File: src/rtl/pe_cal_sequencer.sv
// PE-array side tile sequencer: after rd_done it clears the accumulators, counts operand
// beats, writes back result beats toward the buffer, then returns pe_end to the controller.
module pe_cal_sequencer #(
    parameter int CNT_W = 11,
    parameter int IDX_W = 9
) (
    input  logic             clk_cal,
    input  logic             rst_cal_n,
    input  logic             rd_done,
    input  logic [CNT_W-1:0] cal_cycle,
    input  logic [CNT_W-1:0] pass_cycle,
    input  logic             Data_O_vld,
    output logic             acc_clr,
    output logic             acc_en,
    output logic             Data_I_vld,
    output logic [IDX_W-1:0] out_idx,
    output logic             pe_end,
    output logic             busy,
    output logic             err_overrun
);

    typedef enum logic [2:0] {
        S_IDLE,
        S_CLR,
        S_CAL,
        S_PASS,
        S_END
    } state_t;

    localparam logic [CNT_W-1:0] ONE = CNT_W'(1);

    state_t           state;
    logic [CNT_W-1:0] cal_len;
    logic [CNT_W-1:0] pass_len;
    logic [CNT_W-1:0] cal_cnt;
    logic [CNT_W-1:0] pass_cnt;

    assign acc_en  = (state == S_CAL) && Data_O_vld;
    assign out_idx = pass_cnt[IDX_W-1:0];

    // Registered outputs are loaded from the state being entered, so they line up with it.
    always_ff @(posedge clk_cal or negedge rst_cal_n) begin
        if (!rst_cal_n) begin
            state       <= S_IDLE;
            cal_len     <= '0;
            pass_len    <= '0;
            cal_cnt     <= '0;
            pass_cnt    <= '0;
            acc_clr     <= 1'b0;
            Data_I_vld  <= 1'b0;
            pe_end      <= 1'b0;
            busy        <= 1'b0;
            err_overrun <= 1'b0;
        end else begin
            acc_clr <= 1'b0;
            pe_end  <= 1'b0;
            if (rd_done && state != S_IDLE) begin
                err_overrun <= 1'b1;
            end
            case (state)
                S_IDLE: begin
                    if (rd_done) begin
                        cal_len  <= cal_cycle;
                        pass_len <= pass_cycle;
                        state    <= S_CLR;
                        acc_clr  <= 1'b1;
                        busy     <= 1'b1;
                    end
                end
                S_CLR: begin
                    if (cal_len != '0) begin
                        state <= S_CAL;
                    end else if (pass_len != '0) begin
                        state      <= S_PASS;
                        Data_I_vld <= 1'b1;
                    end else begin
                        state  <= S_END;
                        pe_end <= 1'b1;
                    end
                end
                S_CAL: begin
                    // Invalid beats simply stall here; the buffer is trusted to deliver.
                    if (Data_O_vld) begin
                        if (cal_cnt == cal_len - ONE) begin
                            cal_cnt <= '0;
                            if (pass_len != '0) begin
                                state      <= S_PASS;
                                Data_I_vld <= 1'b1;
                            end else begin
                                state  <= S_END;
                                pe_end <= 1'b1;
                            end
                        end else begin
                            cal_cnt <= cal_cnt + ONE;
                        end
                    end
                end
                S_PASS: begin
                    if (pass_cnt == pass_len - ONE) begin
                        pass_cnt   <= '0;
                        Data_I_vld <= 1'b0;
                        state      <= S_END;
                        pe_end     <= 1'b1;
                    end else begin
                        pass_cnt <= pass_cnt + ONE;
                    end
                end
                S_END: begin
                    state <= S_IDLE;
                    busy  <= 1'b0;
                end
                default: begin
                    state      <= S_IDLE;
                    cal_cnt    <= '0;
                    pass_cnt   <= '0;
                    Data_I_vld <= 1'b0;
                    busy       <= 1'b0;
                end
            endcase
        end
    end

endmodule
File: config.mk
export PLATFORM = sky130hd
export DESIGN_NAME = pe_cal_sequencer
export DESIGN_NICKNAME = d
export VERILOG_FILES = /design/src/rtl/pe_cal_sequencer.sv
export SDC_FILE = /design/constraint.sdc
export NUM_CORES = 1
export LEC_CHECK = 0
export CORE_MARGIN = 3
export CORE_UTILIZATION = 45
export DETAILED_ROUTE_END_ITERATION = 8
export PLACE_DENSITY_LB_ADDON = 0.05
export SKIP_CTS_REPAIR_TIMING = 1
export SLEW_MARGIN = 10
export SYNTH_ARGS = -nofsm -noshare
export SYNTH_HDL_FRONTEND = slang
export SYNTH_SLANG_ARGS = --single-unit
File: constraint.sdc
create_clock -name clk_cal -period 3.9 [get_ports clk_cal]
set_clock_uncertainty 0.05 [all_clocks]
set_input_delay 0.78 -clock clk_cal [delete_from_list [all_inputs] [get_ports clk_cal]]
set_output_delay 0.78 -clock clk_cal [all_outputs]
set_load 0.01 [all_outputs]
-- After elaboration in Yosys (flattened, before gate mapping)
Index checks and enable logic that the tools add are counted.
- bits in registers: 52
- output and inout port bits: 15
- logic and storage cells: 71
- add/subtract/negate cells: 4
- eq/ne operators: 11
- reduce and logical (&&, ||, !) cells: 15
- bitwise gates (word level): 3
- mux-type cells: 28
- operators by type and width (operator ; number):
    one-hot mux 11 bit (2 select lines) ; 2
    two-way mux 11 bit ; 3
    adder 11 x 1 -> 11 bit (second input constant) ; 2
    == test 11 bit ; 2
    nonzero test 11 bit ; 2
    subtractor 11 x 1 -> 11 bit (second input constant) ; 2
    two-way mux 3 bit ; 6
    two-way mux 1 bit ; 13
    one-hot mux 3 bit (4 select lines) ; 1
    inequality test 2 bit (second input constant) ; 4
    OR reduction 4 bit ; 2
    == test 3 x 2 -> 1 bit (second input constant) ; 2
    AND reduction 2 bit ; 3
    AND reduction 5 bit ; 1
    one-hot mux 1 bit (4 select lines) ; 1
    AND reduction 4 bit ; 1
    == test 3 x 1 -> 1 bit (second input constant) ; 1
    == test 3 bit (second input constant) ; 1
    zero test 3 bit ; 1
    NOT 1 bit ; 3
    one-hot mux 1 bit (3 select lines) ; 1
    nonzero test 3 bit ; 1
    OR reduction 3 bit ; 1
    logical AND 1 bit ; 2
    other kinds (3) ; 3

-- Longest topological paths before layout
- depth in word-level cells: 5
- gate-level depth with buffers: 10
- depth with buffers taken out: 9

-- Least setup slack after synthesis
No wires, ideal clock.
- path type: register -> register
- start: register pass_len[0]
- end: register pass_cnt[7]
- buffers on the path: 1
- cell stages (with the launch flop): 11
- period minus slack after synthesis: 2.578 ns
- path slack: 1.322 ns
- data arrival time: 2.410 ns
- cell sequence: dfrtp_1 -> inv_1 -> ha_1 -> or3b_4 -> nor4b_4 -> a21oi_1 -> a31o_1 -> o31ai_4 -> buf_6 -> nor3b_1 -> a21o_1
- word-level cells in the longest chain between the ends: 4
- RTL lines (what ; RTL line ; text):
    from (decl) ; 34 ; logic [CNT_W-1:0] pass_len;
    from (signal assigned) ; 64 ; pass_len <= pass_cycle;
    subtractor 11 x 1 -> 11 bit ; 99 ; if (pass_cnt == pass_len - ONE) begin
    == test 11 bit ; 99 ;
    two-way mux 11 bit ; 99 ;
    one-hot mux 11 bit (2 select lines) ; 60 ; case (state)
    to (signal assigned) ; 105 ; pass_cnt <= pass_cnt + ONE;
    to (decl) ; 36 ; logic [CNT_W-1:0] pass_cnt;
No other way between the ends.
A chain may end at the register's enable or synchronous reset.

-- Final worst setup path
- start: register pass_len[0]
- end: register pass_cnt[9]
Same word-level chain as after synthesis.

==> impl_metrics.tcl <==
set metrics [dict create \
    status "finished clean" \
    reg2reg_to "pass_cnt[9]$_DFFE_PN0N_" \
    fp.dieH_um 90.5 \
    layout-drive-gt1-share_pct 11.2 \
    min_period_over_period_pct 78.9 \
    place_congestion 0.814 \
    vias 2509 \
    fillers 645 \
    nets 387 \
    whs_endpoint "err_overrun$_DFFE_PN0P_" \
    wl_per_cell_um 15.2 \
    drcViolationCount 0 \
    grt_max_degree 43 \
    setup_viol 0 \
    drtAntennaViolNets 0 \
    cts_tree "built" \
    synth_cell_types 59 \
    synth_nets 359 \
    via_per_inst 5.53 \
    regArea_um2 1300 \
    num_antenna_cells 0 \
    grt_pass1_wl_um 11500 \
    cp_data_arrival_time_ps 3240 \
    crit_required_ps 4070 \
    coreArea_um2 6870 \
    yosys_register_bits 52 \
    worst-path-buf-inv 1 \
    ff2ff_path_depth 9 \
    grt_pass1_vias 2444 \
    synth_largest_area_cell "dfrtp_1" \
    syn_area_um2 3210 \
    clkLatencyLatePin_ps 310 \
    htreeDepth 2 \
    postSynth.asyncResetShare_pct 100 \
    final_cell_mix "dfrtp_1, clkdlybuf4s50_1, nand2_1, xnor2_1, o21ai_0" \
    powerDensity_nw_per_um2 626 \
    hold_start "err_overrun$_DFFE_PN0P_" \
    vdd_ir_drop_max_uv 278 \
    first_iter_violations 79 \
    drt_first_pass_iters 4 \
    avgSynthCellArea_um2 9.75 \
    synth_edf_count 0 \
    num_rows 30 \
    clkTransAtPathRegs_ps 100 \
    syn_inst 329 \
    hold_path_class "register to register" \
    p_leak_nw 1.50 \
    slowest_stage "o31ai_4" \
    tightest_slew_ps 958 \
    setup-tns-final_ps 0 \
    place_ws_ps 809 \
    yosysWarningCount 0 \
    start_kind "register" \
    wirelength_um 6910 \
    timing.fmax_ghz 0.325 \
    cp_num_cells 9 \
    syn2layout_area_growth_pct 15.3 \
    yosysSeqAreaShare_pct 40.5 \
    grt_overflow 0 \
    io_buffers 40 \
    period_needed_ps 3080 \
    cp-end-kind "register" \
    antenna_found_initial 0 \
    path_cells "inv_1 > ha_1 > or3b_4 > nor4b_4 > a21oi_1 > a31o_1 > o31ai_4 > o21ai_0 > a21o_1" \
    max_cap_violations 0 \
    start_util_pct 46.7 \
    die_width_um 90.5 \
    ios 41 \
    critPathMaxStageDelay_ps 710 \
    cts-root-buf "clkbuf_8" \
    cp_top_family "compound AO/OA/AOI/OAI gates" \
    clockBufferDepth 2 \
    min_path_cells 1 \
    rsz0062_at_grt "false" \
    synth_top_area_share_pct 40.5 \
    track_usage_pct 17.4 \
    relSlewSlack_pct 36.1 \
    synth_flop_cell "dfrtp_1" \
    r2r_start "pass_len[0]$_DFFE_PN0P_" \
    cts_sinks 52 \
    multi_input_area_um2 1730 \
    worst-setup-path-type "register to register" \
    place_hpwl_um 5160 \
    setup_slack_ps 824 \
    cts_buffers 5 \
    slew_violations 0 \
    die-area_um2 8180 \
    reg2reg_setup_slack_ps 820 \
    finalHoldViolations 0 \
    synth_area_leaders "dfrtp_1, xnor2_1, mux2_2" \
    layout_commonest_cell "dfrtp_1" \
    crit_path_max_fanout 19 \
]
-- state kept, by name (all words and copies together) (netlist names) --
register     count
busy             1
cal_cnt         11
pass_len        11
state            3
err_overrun      1
cal_len         11
pe_end           1
Data_I_vld       1
pass_cnt        11
acc_clr          1
-- metrics by stage --
stage	hold slack (ps)	cells	utilization (%)	area (um2)	power, mW
after floorplan	434	329	-	3210	1.75
after global placement	415	446	52.5	3610	1.98
after detailed placement	414	446	52.5	3610	2.00
after CTS	438	454	53.9	3700	2.35
after global routing	466	454	53.9	3700	2.51
final	434	454	53.9	3700	2.32
-- synth_stat cells (2+ instances only) --
master     number
o2bb2ai_1       4
clkbuf_1        8
nor2_1         17
a21oi_1        14
nor3b_1         8
buf_6           2
ha_1            4
o21ai_2         2
buf_4          10
xnor2_1        24
o22a_1          2
nor4_2          2
nand2b_1        5
and2_1          3
a211oi_1        2
nor3_1          7
and3_1          7
nand3_1        11
a21o_1          6
and3b_1         2
inv_1          11
mux2_2         17
nor2b_1         7
o21ai_1         2
a31oi_1         2
nand3b_1        2
o21ai_0        18
dfrtp_1        52
or2_2           3
nand2_1        26
o22ai_1         2
xor2_1         11
nor4_1          2
nand4_1         9
-- per-layer routing --
metal / vias up / GRT usage [%] / wire (um)
li1: 1226 / - / -
met1: 1227 / 21.1 / 3070
met2: 45 / 30.7 / 3490
met3: 11 / 2.33 / 192
met4: 0 / 7.40 / 155
met5: - / 0 / 0
-- final cells by class --
class / instances / area share (%)
multi-input combinational: 245 / 46.9
sequential: 52 / 35.2
timing repair buffer: 42 / 11.1
tap: 96 / 3.25
clock buffer: 7 / 2.33
inverter: 11 / 1.12
clock inverter: 1 / 0.203
-- worst register-to-register path, stage by stage, from the launching register on --
cell,delay (ps)
dfrtp_1,440
inv_1,100
ha_1,230
or3b_4,430
nor4b_4,280
a21oi_1,100
a31o_1,230
o31ai_4,710
o21ai_0,200
a21o_1,210
-- worst max path at each step --
stage / from / end
after floorplan: pass_len[0]$_DFFE_PN0P_ / pass_cnt[7]$_DFFE_PN0N_
after global placement: pass_len[0]$_DFFE_PN0P_ / pass_cnt[7]$_DFFE_PN0N_
after detailed placement: pass_len[0]$_DFFE_PN0P_ / pass_cnt[9]$_DFFE_PN0N_
after CTS: pass_len[0]$_DFFE_PN0P_ / pass_cnt[9]$_DFFE_PN0N_
final: pass_len[0]$_DFFE_PN0P_ / pass_cnt[9]$_DFFE_PN0N_
after global routing: pass_len[0]$_DFFE_PN0P_ / pass_cnt[9]$_DFFE_PN0N_
-- kinds of logic after synthesis --
family	share of synthesized area, %
mux	5.96
flops	40.5
simple gates	21.1
xor+xnor	10.3
compound gates	15.1
fa+ha+maj	1.56
buf+inv	5.42
-- power by group --
group | switching [mW] | internal, mW
sequential | 0.271 | 0.706
clock | 0.184 | 0.145
combinational | 0.477 | 0.533
(Power assumes the default switching activity.)
